**src/rtl/div_unit_if.sv**
```systemverilog
// div_unit_if: request/response bundle between the execute-stage core and the divider.
//   start     : one-cycle request strobe (core -> divider)
//   operand1  : dividend (core -> divider)
//   operand2  : divisor (core -> divider)
//   operation : 00 DIV, 01 DIVU, 10 REM, 11 REMU (core -> divider)
//   busy      : divider occupied, core must stall (divider -> core)
//   valid     : one-cycle completion pulse (divider -> core)
//   result    : quotient or remainder, held until next completion (divider -> core)
interface div_unit_if;
    logic        start;
    logic [31:0] operand1;
    logic [31:0] operand2;
    logic [1:0]  operation;
    logic        busy;
    logic        valid;
    logic [31:0] result;

    modport master (
        output start, operand1, operand2, operation,
        input  busy, valid, result
    );

    modport slave (
        input  start, operand1, operand2, operation,
        output busy, valid, result
    );
endinterface

```
**src/rtl/div_unit.sv**
```systemverilog
// div_unit: iterative RV32M divider (DIV, DIVU, REM, REMU).
// Restoring shift-subtract, one quotient bit per cycle (32 cycles), with a
// one-cycle fast path for divide-by-zero and signed overflow.
//   clk : system clock, rising edge
//   rst : synchronous active-high reset
//   bus : div_unit_if slave modport (start/operands/operation in,
//         busy/valid/result out; all outputs registered)
module div_unit (
    input  logic      clk,
    input  logic      rst,
    div_unit_if.slave bus
);
    localparam int unsigned W  = 32;
    localparam int unsigned CW = 5;

    typedef enum logic [1:0] {
        IDLE = 2'd0,
        CALC = 2'd1,
        DONE = 2'd2
    } state_t;

    state_t          state;
    logic [W-1:0]    rem;       // partial remainder
    logic [W-1:0]    dvd;       // dividend magnitude, quotient bits shift in at LSB
    logic [W-1:0]    dvs;       // divisor magnitude
    logic [CW-1:0]   cnt;
    logic            q_neg;
    logic            r_neg;
    logic            want_rem;

    logic            a_neg_c;
    logic            b_neg_c;
    logic [W-1:0]    a_mag_c;
    logic [W-1:0]    b_mag_c;
    logic            div0_c;
    logic            ovf_c;
    logic [W:0]      shifted_c;
    logic [W:0]      trial_c;
    logic [W-1:0]    rem_nxt_c;
    logic [W-1:0]    dvd_nxt_c;
    logic [W-1:0]    q_fix_c;
    logic [W-1:0]    r_fix_c;

    // Operand decode and one restoring iteration.
    always_comb begin
        // operation[0] = unsigned, operation[1] = remainder
        a_neg_c   = ~bus.operation[0] & bus.operand1[W-1];
        b_neg_c   = ~bus.operation[0] & bus.operand2[W-1];
        a_mag_c   = a_neg_c ? (W'(0) - bus.operand1) : bus.operand1;
        b_mag_c   = b_neg_c ? (W'(0) - bus.operand2) : bus.operand2;
        div0_c    = (bus.operand2 == '0);
        ovf_c     = ~bus.operation[0] && (bus.operand1 == 32'h8000_0000)
                    && (bus.operand2 == 32'hFFFF_FFFF);

        // Shifted remainder can reach 33 bits when the divisor exceeds 2^31.
        shifted_c = {rem, dvd[W-1]};
        trial_c   = shifted_c - {1'b0, dvs};
        // trial_c[W] is the borrow: set means the trial went negative.
        rem_nxt_c = trial_c[W] ? shifted_c[W-1:0] : trial_c[W-1:0];
        dvd_nxt_c = {dvd[W-2:0], ~trial_c[W]};

        q_fix_c   = q_neg ? (W'(0) - dvd_nxt_c) : dvd_nxt_c;
        r_fix_c   = r_neg ? (W'(0) - rem_nxt_c) : rem_nxt_c;
    end

    // Control FSM and datapath registers.
    always_ff @(posedge clk) begin
        if (rst) begin
            state      <= IDLE;
            rem        <= '0;
            dvd        <= '0;
            dvs        <= '0;
            cnt        <= '0;
            q_neg      <= 1'b0;
            r_neg      <= 1'b0;
            want_rem   <= 1'b0;
            bus.busy   <= 1'b0;
            bus.valid  <= 1'b0;
            bus.result <= '0;
        end else begin
            case (state)
                IDLE: begin
                    bus.valid <= 1'b0;
                    if (bus.start) begin
                        bus.busy <= 1'b1;
                        if (div0_c) begin
                            bus.result <= bus.operation[1] ? bus.operand1 : 32'hFFFF_FFFF;
                            bus.valid  <= 1'b1;
                            state      <= DONE;
                        end else if (ovf_c) begin
                            bus.result <= bus.operation[1] ? 32'h0000_0000 : 32'h8000_0000;
                            bus.valid  <= 1'b1;
                            state      <= DONE;
                        end else begin
                            dvd      <= a_mag_c;
                            dvs      <= b_mag_c;
                            rem      <= '0;
                            cnt      <= '0;
                            q_neg    <= a_neg_c ^ b_neg_c;
                            r_neg    <= a_neg_c;
                            want_rem <= bus.operation[1];
                            state    <= CALC;
                        end
                    end
                end
                CALC: begin
                    rem <= rem_nxt_c;
                    dvd <= dvd_nxt_c;
                    cnt <= cnt + CW'(1);
                    if (cnt == CW'(W - 1)) begin
                        bus.result <= want_rem ? r_fix_c : q_fix_c;
                        bus.valid  <= 1'b1;
                        state      <= DONE;
                    end
                end
                DONE: begin
                    bus.valid <= 1'b0;
                    bus.busy  <= 1'b0;
                    state     <= IDLE;
                end
                default: begin
                    bus.valid <= 1'b0;
                    bus.busy  <= 1'b0;
                    state     <= IDLE;
                end
            endcase
        end
    end
endmodule

```
**src/flat_wrapper.sv**
```systemverilog
// flat-port wrapper written by rule: the top's interface ports become plain ports
module div_unit_flat 
  (clk, rst, bus_start, bus_operand1, bus_operand2, bus_operation, bus_busy, bus_valid, bus_result);
  div_unit_if bus_i ();
  input  logic clk;
  input  logic rst;
  input wire logic [$bits(bus_i.start)-1:0] bus_start;
  input wire logic [$bits(bus_i.operand1)-1:0] bus_operand1;
  input wire logic [$bits(bus_i.operand2)-1:0] bus_operand2;
  input wire logic [$bits(bus_i.operation)-1:0] bus_operation;
  output wire logic [$bits(bus_i.busy)-1:0] bus_busy;
  output wire logic [$bits(bus_i.valid)-1:0] bus_valid;
  output wire logic [$bits(bus_i.result)-1:0] bus_result;
  assign bus_i.start = bus_start;
  assign bus_i.operand1 = bus_operand1;
  assign bus_i.operand2 = bus_operand2;
  assign bus_i.operation = bus_operation;
  assign bus_busy = bus_i.busy;
  assign bus_valid = bus_i.valid;
  assign bus_result = bus_i.result;
  div_unit u_core (.clk(clk), .rst(rst), .bus(bus_i));
endmodule
```
**config.mk**
```make
export PLATFORM = sky130hd
export DESIGN_NAME = div_unit_flat
export DESIGN_NICKNAME = d
export VERILOG_FILES = /design/src/rtl/div_unit_if.sv /design/src/rtl/div_unit.sv /design/src/flat_wrapper.sv
export SDC_FILE = /design/constraint.sdc
export NUM_CORES = 1
export LEC_CHECK = 0
export BUFFER_PORTS_ARGS = -buffer_cell sky130_fd_sc_hd__buf_2
export CORE_UTILIZATION = 50
export CTS_BUF_LIST = sky130_fd_sc_hd__clkbuf_2 sky130_fd_sc_hd__clkbuf_4 sky130_fd_sc_hd__clkbuf_8
export DETAILED_ROUTE_END_ITERATION = 7
export PLACE_DENSITY = 0.69
export RECOVER_POWER = 50
export SLEW_MARGIN = 20
export SYNTH_ARGS = -nofsm -noshare
export SYNTH_HDL_FRONTEND = slang
export SYNTH_SLANG_ARGS = --single-unit
```
**constraint.sdc**
```tcl
create_clock -name clk -period 6.8 [get_ports clk]
set_clock_uncertainty 0.2 [all_clocks]
set_input_delay 0.68 -clock clk [delete_from_list [all_inputs] [get_ports clk]]
set_output_delay 0.68 -clock clk [all_outputs]
set_load 0.1 [all_outputs]
```
==> results of run 1 <==
==> sequential cells by signal (all words and copies together), names as in the netlist <==
signal             count
u_core.bus.busy        1
u_core.bus.result     32
u_core.bus.valid       1
u_core.cnt             5
u_core.dvd            32
u_core.dvs            32
u_core.q_neg           1
u_core.r_neg           1
u_core.rem            32
u_core.state           2
u_core.want_rem        1
==> cells in the mapped netlist (all sizes together) (25+ instances only) <==
master and n:
nor3 33, dfxtp 140, o211ai 27, buf 25, nand2 106, xor2 67, clkbuf 71, nand2b 25
ha 39, xnor2 71, o21ai 96, nor2 252, mux2i 30, a21oi 127, nand4 25, a211oi 79
inv 56
==> final timing paths <==
| path | end | slack [ns] | depth (start not counted) |
|---|---|---|---|
| setup reg to reg | u_core.bus.result[26] | 0.90 | 23 |
| hold reg to reg | u_core.dvs[31] | 0.28 | 2 |
| setup / recovery | u_core.bus.result[16] | 0.83 | 12 |
| hold / removal | u_core.dvs[31] | 0.28 | 2 |
==> cells in the final DEF, fill, tap and decap left out, types with 6 or more instances in the layout <==
cell type / count
buf_4: 11
nor4_1: 20
inv_1: 55
or2_2: 6
dfxtp_1: 140
or3_1: 8
nor2b_1: 9
nor2_1: 252
a211oi_1: 77
o21a_1: 10
nand4_1: 24
clkbuf_1: 38
xor2_1: 67
o21ai_1: 6
or4_1: 9
o21ai_0: 89
a22oi_1: 23
and3_1: 9
nor3b_1: 7
mux2_2: 6
and2_1: 8
o41ai_1: 14
mux2i_1: 29
a31oi_1: 8
nand2b_1: 23
a21o_1: 9
buf_2: 66
nand2_1: 106
a21oi_1: 124
nor3_1: 33
nand3_1: 20
xnor2_1: 70
a311oi_1: 17
o31ai_1: 21
clkbuf_8: 17
ha_1: 39
o211ai_1: 27
==> layer usage <==
metal	vias up	routed length, um
li1	5623	-
met1	5305	16600
met2	430	15200
met3	51	2710
met4	0	721
met5	-	0
==> power by group <==
part	internal, mW	switching [mW]
sequential	0.859	0.0440
combinational	0.224	0.401
clock	0.347	0.399
==> kinds of logic after synthesis <==
logic type / after synthesis
mux: 36
xor+xnor: 138
buf+inv: 153
simple gates: 562
compound gates: 466
fa+ha+maj: 40
flops: 140
==> worst register-to-register path, cell delays in order, from the launching register on <==
cell	delay, ns
dfxtp_1	0.41
inv_1	0.06
ha_1	0.23
fa_1	0.40
nand2b_2	0.22
a211oi_4	0.31
o21ai_2	0.14
o31ai_4	0.31
a31oi_4	0.19
xnor2_4	0.37
inv_4	0.18
nand2_1	0.11
o21ai_0	0.13
inv_1	0.09
ha_1	0.21
nand2_1	0.07
nor4_1	0.37
nand4_1	0.14
mux2_2	0.33
nand4bb_1	0.34
or2_1	0.32
o311a_1	0.29
a311oi_1	0.29
a211o_1	0.14
==> through the flow <==
step / std cells / hold WS (ns)
2_1_floorplan: 1535 / 0.246
3_3_place_gp: 1834 / 0.260
3_5_place_dp: 1834 / 0.263
4_1_cts: 1866 / 0.277
5_1_grt: 1866 / 0.309
6_report: 1866 / 0.277
==> area by class of cell <==
type | instances | area share
timing repair buffer | 116 | 0.0460
clock buffer | 17 | 0.0192
inverter | 56 | 0.0175
multi-input combinational | 1242 | 0.643
clock inverter | 15 | 0.0158
sequential | 140 | 0.230
tap | 280 | 0.0287
==> results, run 1 <==
- The die footprint is about 23000 um2.
- In this run the most used layer during global routing was met2.
- The count of buffers added on input and output ports is 102.
- The library cell used as clock root buffer is clkbuf_8.
- Yosys attributes the largest share of cell area to dfxtp_1 (25%), nor2_1 (8.4%), a21oi_1 (5.5%).
- Once detail routing completed, the nets flagged for antenna violations numbered 0.
- The worst setup path is captured at a register.
- The die span in y is 152 um.
- The floorplan has 54 rows.
- The final-stage net count is between 1500 and 2000.
- The flow ran to the end, but the final reports show violations.
- The power density of the placed cells is 187 nW/um2.
- The transition at the pin with the smallest max-transition slack is approximately 3.9 ns.
- Before CTS, the worst setup slack after placement is 1.10 ns.
- The clock period minus worst slack is roughly 6.0 ns.
- The deepest level of the CTS H-tree is 4.
- The overall fraction of global-route tracks in use is 0.304.
- The signal arrival time at the worst endpoint is 6.11 ns.
- Across all setup checks in the final design, the least slack found is 0.833 ns.
- By area, the combinational part of the netlist is dominated by compound AO/OA/AOI/OAI gates.
- Of the total synthesized cell area, the portion taken by XOR and XNOR cells is 0.109.
- In the global route stage, met1 resource usage came out at 0.434.
- The timing-limited maximum frequency is approximately 0.17 GHz.
- The main flop type after synthesis is dfxtp_1.
- The share of the core filled with cells is 0.555.
- The count of cell types in the netlist is 86.
- The die width is 152 um.
- The origin of the critical flop-to-flop path is u_core.dvd[31].
- The number of setup buffers added after CTS is 0.
- Of the synthesized area, sequential elements account for 0.249.
- The number of synthesized register bits is 140.
- The average cell area after synthesis is 7.34 um2.
- Along the worst path, the maximum fanout reaches 57.
- Dividing the detail-routed via count by the number of cells gives just over 6.
- For this run, global-route usage on met2 was measured as 0.461.
- Summing every instance area after synthesis gives 11300 um2.
- The classification of the worst-slack hold path is register to register.
- Measured against its own limit, the worst slew margin works out to -1.59.
- The first global-routing pass estimated 56000 um of wire.
- The wire-length estimate of the detail-placed layout is 26600 um.
- The number of clock buffers added by TritonCTS is 17.
- Measured against the total synthesized area, the mux share comes to 0.0330.
- The critical path in this run is classified as primary input to register.
- The post-route cell area is approximately 12000 um2.
- Across the VDD grid, the largest voltage drop is 134 uV.
- The floorplan step defined a core boundary enclosing 22000 um2.
- The detailed router placed ~11000 vias in this run.
- The total negative slack is 0 ns.
- The placed cell area is 11800 um2.
- The post-synthesis compound-gate area fraction is 0.272.
- The startpoint of the lowest-slack hold path is u_core.dvs[31].
- The final reports fail on DRC, capacitance limit, slew limit.
- Counting the fill cells in the layout gives 2151.
- The tool flagged a number of max-cap violations equal to 4.
- The number of antenna violations at the first check in global routing is 0.
- The maximum count of clock buffers along a single path is 2.
- In the final layout, the share of cells above drive strength 1 is 0.0908.
- After global routing the overflow that remains totals 0.
- The wire length after detailed routing is 35200 um.
- The clock edge transition at the registers on the reported setup and hold paths is ~0.1 ns.
- The total power consumption of the routed design is 2.27 mW.
- The critical path starts at bus_operand2[13].
- The sequential cell area is 2800 um2.
- TritonCTS built the clock tree.
- Of the total synthesized cell area, the portion taken by AND, OR, NAND and NOR gates is 0.234.
- The antenna cell count is 0.
- The synthesized netlist net count is 1644.
- Together, buffers and inverters on the worst path number 3.
- The quantity of hold-fixing buffers added after cts is 0.
- Setup repair after global routing left no endpoint under its margin.
- The DRC violation count after routing is 2.
- The number of enable flip-flop cells after synthesis is 0.
- Counting every sink on the clock net gives 140.
- The master of the slowest instance on the critical path is clkbuf_1.
- The cell count after synthesis is around 1500.
- The first detailed-routing pass ran for 7 iterations.
- The final count of pins violating max slew was 309.
- The final cycle utilization of the critical path is 0.878.
- The later pin in the worst-skew pair is clocked with a latency of around 0.48 ns.
- The largest net degree at the start of global routing is 96.
- The count of warnings emitted by yosys is 0.
- The via count of the first global-routing pass is slightly above 10000.
- In this run, post-CTS repair resized a total of 0 instances.
- For this run, global-route usage on met3 was measured as 0.0592.
- The initial utilization of the core area, before any placement, comes to 0.513.
- The iteration-0 DRC count of the detailed router is 993.
- The static leakage power is 4.59 nW.
- Pin placement for this block handled 103 I/O pins.
- The layout overhead on the synthesized area is 8.10%.
- Summing all multi-input logic gate instances after layout gives just under 8000 um2.
- The largest single stage delay on the critical path is roughly 1.8 ns.
- The hold violation total from the final report is 0.
- The critical path goes through clkbuf_1, or3_1, nor4_1, nand4_1, nor4_1, buf_4, o21ai_0, a21oi_4, clkbuf_1, o211ai_1, a21oi_1, nor3_1.
- The startpoint type of the worst setup path is a primary input.
- Of the total synthesized cell area, the portion taken by full adders, half adders and majority gates is 0.0451.
- The routability congestion estimate from global placement is 0.979.
- In this design, the largest share of critical-path delay is due to buffers and inverters.
- dfxtp_1 takes more of the synthesized area than any other cell.
- The fraction of registers with async set/reset is 0.
- The portion of synthesized cell area occupied by the leading cell type is 0.249.
- The data required time at the worst endpoint is 6.94 ns.
- The wire length per cell after detailed routing is 18.9 um.
- Setup violations remaining at the end of the flow were counted as 0.
Note: power is estimated with default switching activity, not from simulation.
==> run 2: changes to the inputs <==
==> constraint.sdc (replaced) <==
create_clock -name clk -period 5.7 [get_ports clk]
set_clock_uncertainty 0.2 [all_clocks]
set_input_delay 0.57 -clock clk [delete_from_list [all_inputs] [get_ports clk]]
set_output_delay 0.57 -clock clk [all_outputs]
set_load 0.1 [all_outputs]
==> run 2 against run 1 <==
The run still ends with DRC, capacitance limit, slew limit left. Highest routed layer unchanged. Sequential power increased by 20%. Critical endpoint is now u_core.bus.result[31]. Final area increased by 1.1%. Total power increased by 19%. Critical path type is now register to register.
==> results, run 2 (synthesis results as in run 1) <==
- The count of final setup violators is 0 (unchanged).
- In this run the worst setup path begins at u_core.dvd[31].
- The antenna cell count came to 0 (unchanged).
- The detailed placement HPWL is 27300 um (+2.7%).
- Setup repair after global routing left no endpoint under its margin.
- The final count of pins violating max slew is 41 (-87%).
- The starting density of the core was 0.513 (unchanged).
- The static leakage power is 4.64 nW (+1.0%).
- The number of clock sinks was 140 (unchanged).
- The die width is 152 um (unchanged).
- The routability congestion estimate from global placement is 0.979 (about the same).
- The iteration count of the initial detailed-routing pass is 7 (unchanged).
- The area of the multi-input gates is 7900 um2 (+0.81%).
- Timing would allow up to 0.185 GHz.
- The final-layout fill cell count came to 2190 (+1.8%).
- The flow ran to the end, but the final reports show violations.
- The signal arrival time at the worst endpoint came to 5.54 ns (-0.57 ns).
- The clock edge transition at the registers on the reported setup and hold paths was 0.10 ns (about the same).
- The deepest level of the CTS H-tree is 4 (unchanged).
- The maximum count of clock buffers along a single path is 2 (unchanged).
- The worst setup path is launched from a register.
- The first-pass GRT wire length is 56300 um (+0.62%).
- The worst-case setup slack after placement is 0.258 ns (-0.840 ns).
- The data required time at the worst endpoint is 5.84 ns (-1.10 ns).
- The largest net degree at the start of global routing is 76 (-21%).
- The register-to-register setup slack came to 0.30 ns (-0.60 ns).
- The clock latency of the later-clocked register in the worst-skew pair is 0.48 ns (about the same).
- The relative max-transition margin is -0.369 (+1.23).
- The wire length after detailed routing is 36300 um (+3.2%).
- The startpoint identified for the worst register-to-register timing path is u_core.dvd[31].
- The remaining antenna violation count was 0 (unchanged).
- The iteration-0 DRC count of the detailed router was 1116 (+12%).
- The power density of the placed cells is 220 nW/um2 (+18%).
- The TritonCTS buffer count is 17 (unchanged).
- The sequential cell area is 2800 um2 (unchanged).
- The longest individual stage delay on the worst path came to 0.52 ns (-1.23 ns).
- The via density per instance is 6.14 (+0.40%).
- The final reports fail on DRC, capacitance limit, slew limit.
- The top cell types in the final layout, fill and taps aside, are nor2_1 (252), dfxtp_1 (140), a21oi_1 (124).
- The final global-route overflow total is 0 (unchanged).
- The cell count after placement is 1843 (+0.49%).
- The die span in y is 152 um (unchanged).
- The maximum fanout along the worst path is 30 (-47%).
- The hold violation total from the final report is 0 (unchanged).
- The transition at the pin with the smallest max-transition slack is 2.05 ns (-1.84 ns).
- The startpoint of the lowest-slack hold path is bus_operand2[15].
- The number of I/O port buffers is 102 (unchanged).
- The total negative slack is 0 ns (unchanged).
- The number of antenna violations at the first check in global routing came to 0 (unchanged).
- The final cycle utilization of the critical path is 0.948.
- For this design, the slowest cell found on the critical path is or4b_1.
- The DRC violation count after routing is 2 (unchanged).
- STA classifies the critical path endpoint as a register.
- Walking the worst path, the cells encountered are inv_1, ha_1, fa_1, nand2b_2, a211oi_4, o21ai_2, o31ai_4, a31oi_4, xnor2_4, buf_4, mux2i_2, o211ai_1, or3_1, or4b_1, a21oi_1, o32ai_1.
- The quantity of hold-fixing buffers added after cts is 0 (unchanged).
- The fraction of final layout cells sized beyond drive strength 1 is 0.102 (+0.0113).
- The via count of the first global-routing pass is 10300 (+1.6%).
- The layout overhead on the synthesized area is 9.29%.
- The count of max-cap constraint violations is 2 (-2).
- The largest vdd supply drop is 156 uV (+17%).
- The critical path is of the register to register type.
- The count of non-filler cells in the finished layout is 1877 (+0.59%).
- The die footprint is 23200 um2 (unchanged).
- The site row count is 54 (unchanged).
- The worst-case setup margin in the final layout is 0.297 ns (-0.536 ns).
- The library cell used most frequently in the layout, excluding fill and tap cells, is nor2_1.
- The library cell used as clock root buffer is clkbuf_8.
- The overall fraction of global-route tracks in use is 0.308 (+0.00374).
- TritonCTS built the clock tree.
- The count of vias placed by the detailed router is 11500 (+0.99%).
- The core footprint was 22000 um2 (unchanged).
- After layout, the minimum clock period comes to ~5.4 ns.
- The number of top-level pins came to 103 (unchanged).
- The classification of the worst-slack hold path is primary input to register.
- The final-stage net count is 1693 (+0.65%).
- The wire length per cell after detailed routing is 19.4 um (+2.5%).
[run 2: path summary, 6_finish.rpt]
path | endpoint | depth (start not counted)
setup / recovery | u_core.bus.result[31] | 16
hold / removal | u_core.dvs[15] | 3
setup reg to reg | u_core.bus.result[31] | 16
hold reg to reg | u_core.dvs[31] | 2
[run 2: routing by layer]
layer / wire length (um) / up-vias / global-route usage
li1: - / 5648 / -
met1: 16700 / 5343 / 0.439
met2: 15900 / 487 / 0.472
met3: 3150 / 44 / 0.0614
met4: 636 / 0 / 0.0787
met5: 0 / - / 0
[run 2: power by group]
group,switching (mW),internal (mW)
Sequential,0.0547,1.02
Clock,0.461,0.404
Combinational,0.493,0.277
Total,1.01,1.71
[run 2: critical path, delay by kind of cell, from the launching register on]
| family | cells | cell delay [ns] |
|---|---|---|
| AOI/OAI and AO/OA | 7 | 1.55 |
| xor gates and xnor gates | 1 | 0.30 |
| adders and majority gates | 2 | 0.64 |
| buffers and inverters | 2 | 0.52 |
| DFF | 1 | 0.40 |
| muxes | 1 | 0.46 |
| and+or+nand+nor | 3 | 1.20 |
[run 2: repair_timing]
action | CTS | global route
resized for setup | 0 | 11
setup endpoints to repair | 0 | 6
setup buffers | 0 | 2
[run 2: cell type report]
cell class                 count  share of cell area
clock buffer                  18              0.0196
clock inverter                14              0.0128
inverter                      56              0.0173
multi-input combinational   1242               0.641
sequential                   140               0.227
tap                          280              0.0284
timing repair buffer         127              0.0534
[run 2: metrics by stage]
| step | hold WS, ns | util | cell area [um2] | total power [mW] |
|---|---|---|---|---|
| final | 0.216 | 0.561 | 12300 | 2.71 |
| after global routing | 0.217 | 0.561 | 12300 | 2.84 |
| after CTS | 0.197 | 0.561 | 12300 | 2.68 |
| after detailed placement | 0.269 | 0.542 | 11900 | 1.84 |
| after global placement | 0.260 | 0.542 | 11900 | 1.83 |
| after floorplan | 0.246 | - | 11300 | 1.62 |
==> run 3: changes to the inputs <==
==> constraint.sdc (replaced) <==
create_clock -name clk -period 5 [get_ports clk]
set_clock_uncertainty 0.2 [all_clocks]
set_input_delay 0.5 -clock clk [delete_from_list [all_inputs] [get_ports clk]]
set_output_delay 0.5 -clock clk [all_outputs]
set_load 0.1 [all_outputs]
==> run 3 against run 2 <==
Routed wire length up 1.2%. Critical path depth up 7. Combinational power up 16%. Critical endpoint is now u_core.bus.result[26]. The run still ends with DRC, capacitance limit, slew limit left. Final area up 1.7%. Core utilization up 0.97 points. Setup slack worse by 0.18 ns. Non-clock buffer count up 20. Count of clock-buffer cells in the layout down 1. Register-to-register slack worse by 0.18 ns. Critical path type unchanged. Flip-flop and latch count unchanged. Sequential share of layout area down 0.38 points. Fmax up 11%.
==> results, run 3 (synthesis results as in run 1) <==
- The flow ran to the end, but the final reports show violations.
- The final reports fail on DRC, capacitance limit, slew limit.
- The longest individual stage delay on the worst path came to 0.37 ns (-0.15 ns).
- The type of the worst setup path is register to register.
- The count of vias placed by the detailed router is 11700 (+1.4%).
- The largest net degree at the start of global routing was 95 (+25%).
- The power density of the placed cells is 256 nW/um2 (+16%).
- The most numerous cell type found on the critical path is o21ai_2.
- The cell count after placement is 1863 (+1.1%).
- The die footprint came to 23200 um2 (unchanged).
- The hold violation total from the final report was 0 (unchanged).
- The clock edge transition at the registers on the reported setup and hold paths is 0.09 ns (about the same).
- Setup repair after global routing could not meet its margin everywhere.
- The die width is 152 um (unchanged).
- The via count of the first global-routing pass is 10500 (+1.6%).
- The count of non-filler cells in the finished layout is 1897 (+1.1%).
- The final cycle utilization of the critical path came to 0.977 (+0.0291).
- The core footprint came to 22000 um2 (unchanged).
- The largest vdd supply drop is 155 uV (-0.27%).
- The count of max-cap constraint violations came to 1 (-1).
- The final-stage net count is 1713 (+1.2%).
- The area growth from synthesis to layout is 11.2%.
- The maximum count of clock buffers along a single path is 2 (unchanged).
- The register-to-register setup slack is 0.11 ns (-0.18 ns).
- The data required time at the worst endpoint is 5.16 ns (-0.68 ns).
- The static leakage power came to 4.78 nW (+3.0%).
- The number of top-level pins is 103 (unchanged).
- The final count of pins violating max slew came to 9 (-78%).
- The critical path goes through inv_2, ha_4, fa_2, nand2b_4, a211oi_4, o21ai_2, o31ai_4, a31oi_4, xnor2_4, inv_4, nand2_2, o21ai_2, inv_1, ha_2, nand2_1, nor4_2, nand4_1, mux2_4, nand4bb_4, or2_4, o31ai_2, a311oi_1, a211o_1.
- The global routing met2 resource utilization is 0.475 (+0.00329).
- The starting density of the core is 0.513 (unchanged).
- The library cell used as clock root buffer is clkbuf_8.
- The worst-case hold slack is 0.125 ns (-0.0910 ns).
- For this design, the slowest cell found on the critical path is fa_2.
- The clock latency of the later-clocked register in the worst-skew pair is 0.49 ns (about the same).
- The wire length per cell after detailed routing is 19.4 um (+0.15%).
- The final-layout fill cell count is 2170 (-0.91%).
- The timing-limited maximum frequency is 0.205 GHz (+11%).
- The quantity of hold-fixing buffers added after cts is 0 (unchanged).
- The die span in y is 152 um (unchanged).
- The count of final setup violators is 0 (unchanged).
- The signal arrival time at the worst endpoint is 5.05 ns (-0.49 ns).
- The final global-route overflow total is 0 (unchanged).
- The maximum fanout along the worst path is 7 (-77%).
- The TritonCTS buffer count is 17 (unchanged).
- The fraction of final layout cells sized beyond drive strength 1 came to 0.118 (+0.0161).
- The overall fraction of global-route tracks in use was 0.317 (+0.00888).
- The global-route met1 utilization is 0.453 (+0.0146).
- The placed cell area is 12100 um2 (+1.9%).
- The worst hold path belongs to the class primary input to register.
- The most common cell after layout, fill and taps aside is nor2_1.
- The wire length after detailed routing is 36800 um (+1.2%).
- In the layout the commonest cells are nor2_1 (252), dfxtp_1 (139), a21oi_1 (125).
- The iteration count of the initial detailed-routing pass is 8 (+1).
- The met3 track demand over resource was 0.0643 (+0.00284).
- The most used routing layer is met2.
- The post-route cell area is 12500 um2 (+1.7%).
- The first-pass GRT wire length is 58100 um (+3.2%).
- The number of clock sinks is 140 (unchanged).
- The antenna cell count came to 0 (unchanged).
- The transition at the pin with the smallest max-transition slack came to 1.75 ns (-0.303 ns).
- TritonCTS built the clock tree.
- The worst setup path is captured at a register.
- The detailed placement HPWL is 27900 um (+2.2%).
- The remaining antenna violation count was 0 (unchanged).
- The via density per instance was 6.16 (+0.34%).
- The number of I/O port buffers came to 102 (unchanged).
- The site row count is 54 (unchanged).
- The startpoint type of the worst setup path is a register.
- The share of the core filled with cells is 0.571 (+0.00969).
- The DRC violation count after routing is 3 (+1).
- The iteration-0 DRC count of the detailed router is 1121 (+0.45%).
- The deepest level of the CTS H-tree is 4 (unchanged).
- The number of antenna violations at the first check in global routing is 0 (unchanged).
- The clock period minus worst slack is 4.89 ns (-0.518 ns).
- The relative max-transition margin is -0.183 (+0.186).
- The routability congestion estimate from global placement was 0.972 (-0.75%).
==> run 3: report_power, final <==
group / total (mW) / switching, mW / internal, mW
combinational: 0.892 / 0.561 / 0.330
sequential: 1.23 / 0.0628 / 1.17
clock: 1.09 / 0.563 / 0.525
==> run 3: path summary, 6_finish.rpt <==
check / from / cells after the start / endpoint
hold reg to reg: u_core.dvs[31] / 2 / u_core.dvs[31]
setup reg to reg: u_core.dvd[31] / 23 / u_core.bus.result[26]
setup / recovery: u_core.dvd[31] / 23 / u_core.bus.result[26]
hold / removal: bus_operand2[1] / 3 / u_core.dvs[1]
==> run 3: per-stage QoR <==
stage               setup slack, ns  setup TNS, ns  power, mW
floorplan                    -0.140         -0.146       1.86
global placement              0.170              0       2.12
finish                        0.115              0       3.21
CTS                          0.0237              0       3.20
detailed placement           0.0435              0       2.12
global route                -0.0943         -0.260       3.36
==> run 3: layout make-up <==
type,instances,area (um2),area share
clock buffer,17,234,0.0187
clock inverter,15,224,0.0179
inverter,56,213,0.0170
multi-input combinational,1242,7910,0.631
sequential,140,2800,0.224
tap,280,350,0.0279
timing repair buffer,147,797,0.0636
==> run 3: critical path: cells and delay by family (launching register included) <==
family / cells / cell delay, ns
mux: 1 / 0.29
compound gates: 8 / 1.57
buf+inv: 3 / 0.19
flops: 1 / 0.35
fa+ha+maj: 3 / 0.73
simple gates: 7 / 1.18
xor+xnor: 1 / 0.26
==> run 3: timing repair <==
item	CTS	global route
hold endpoints to repair	0	0
setup endpoints to repair	1	5
gates resized for setup	0	3
setup buffers	0	2
pin swaps	1	5
==> run 3: layer usage <==
layer | wire length, um | share of wire
met5 | 0 | 0
met4 | 827 | 0.022
met3 | 3140 | 0.085
met2 | 15800 | 0.43
met1 | 17000 | 0.46
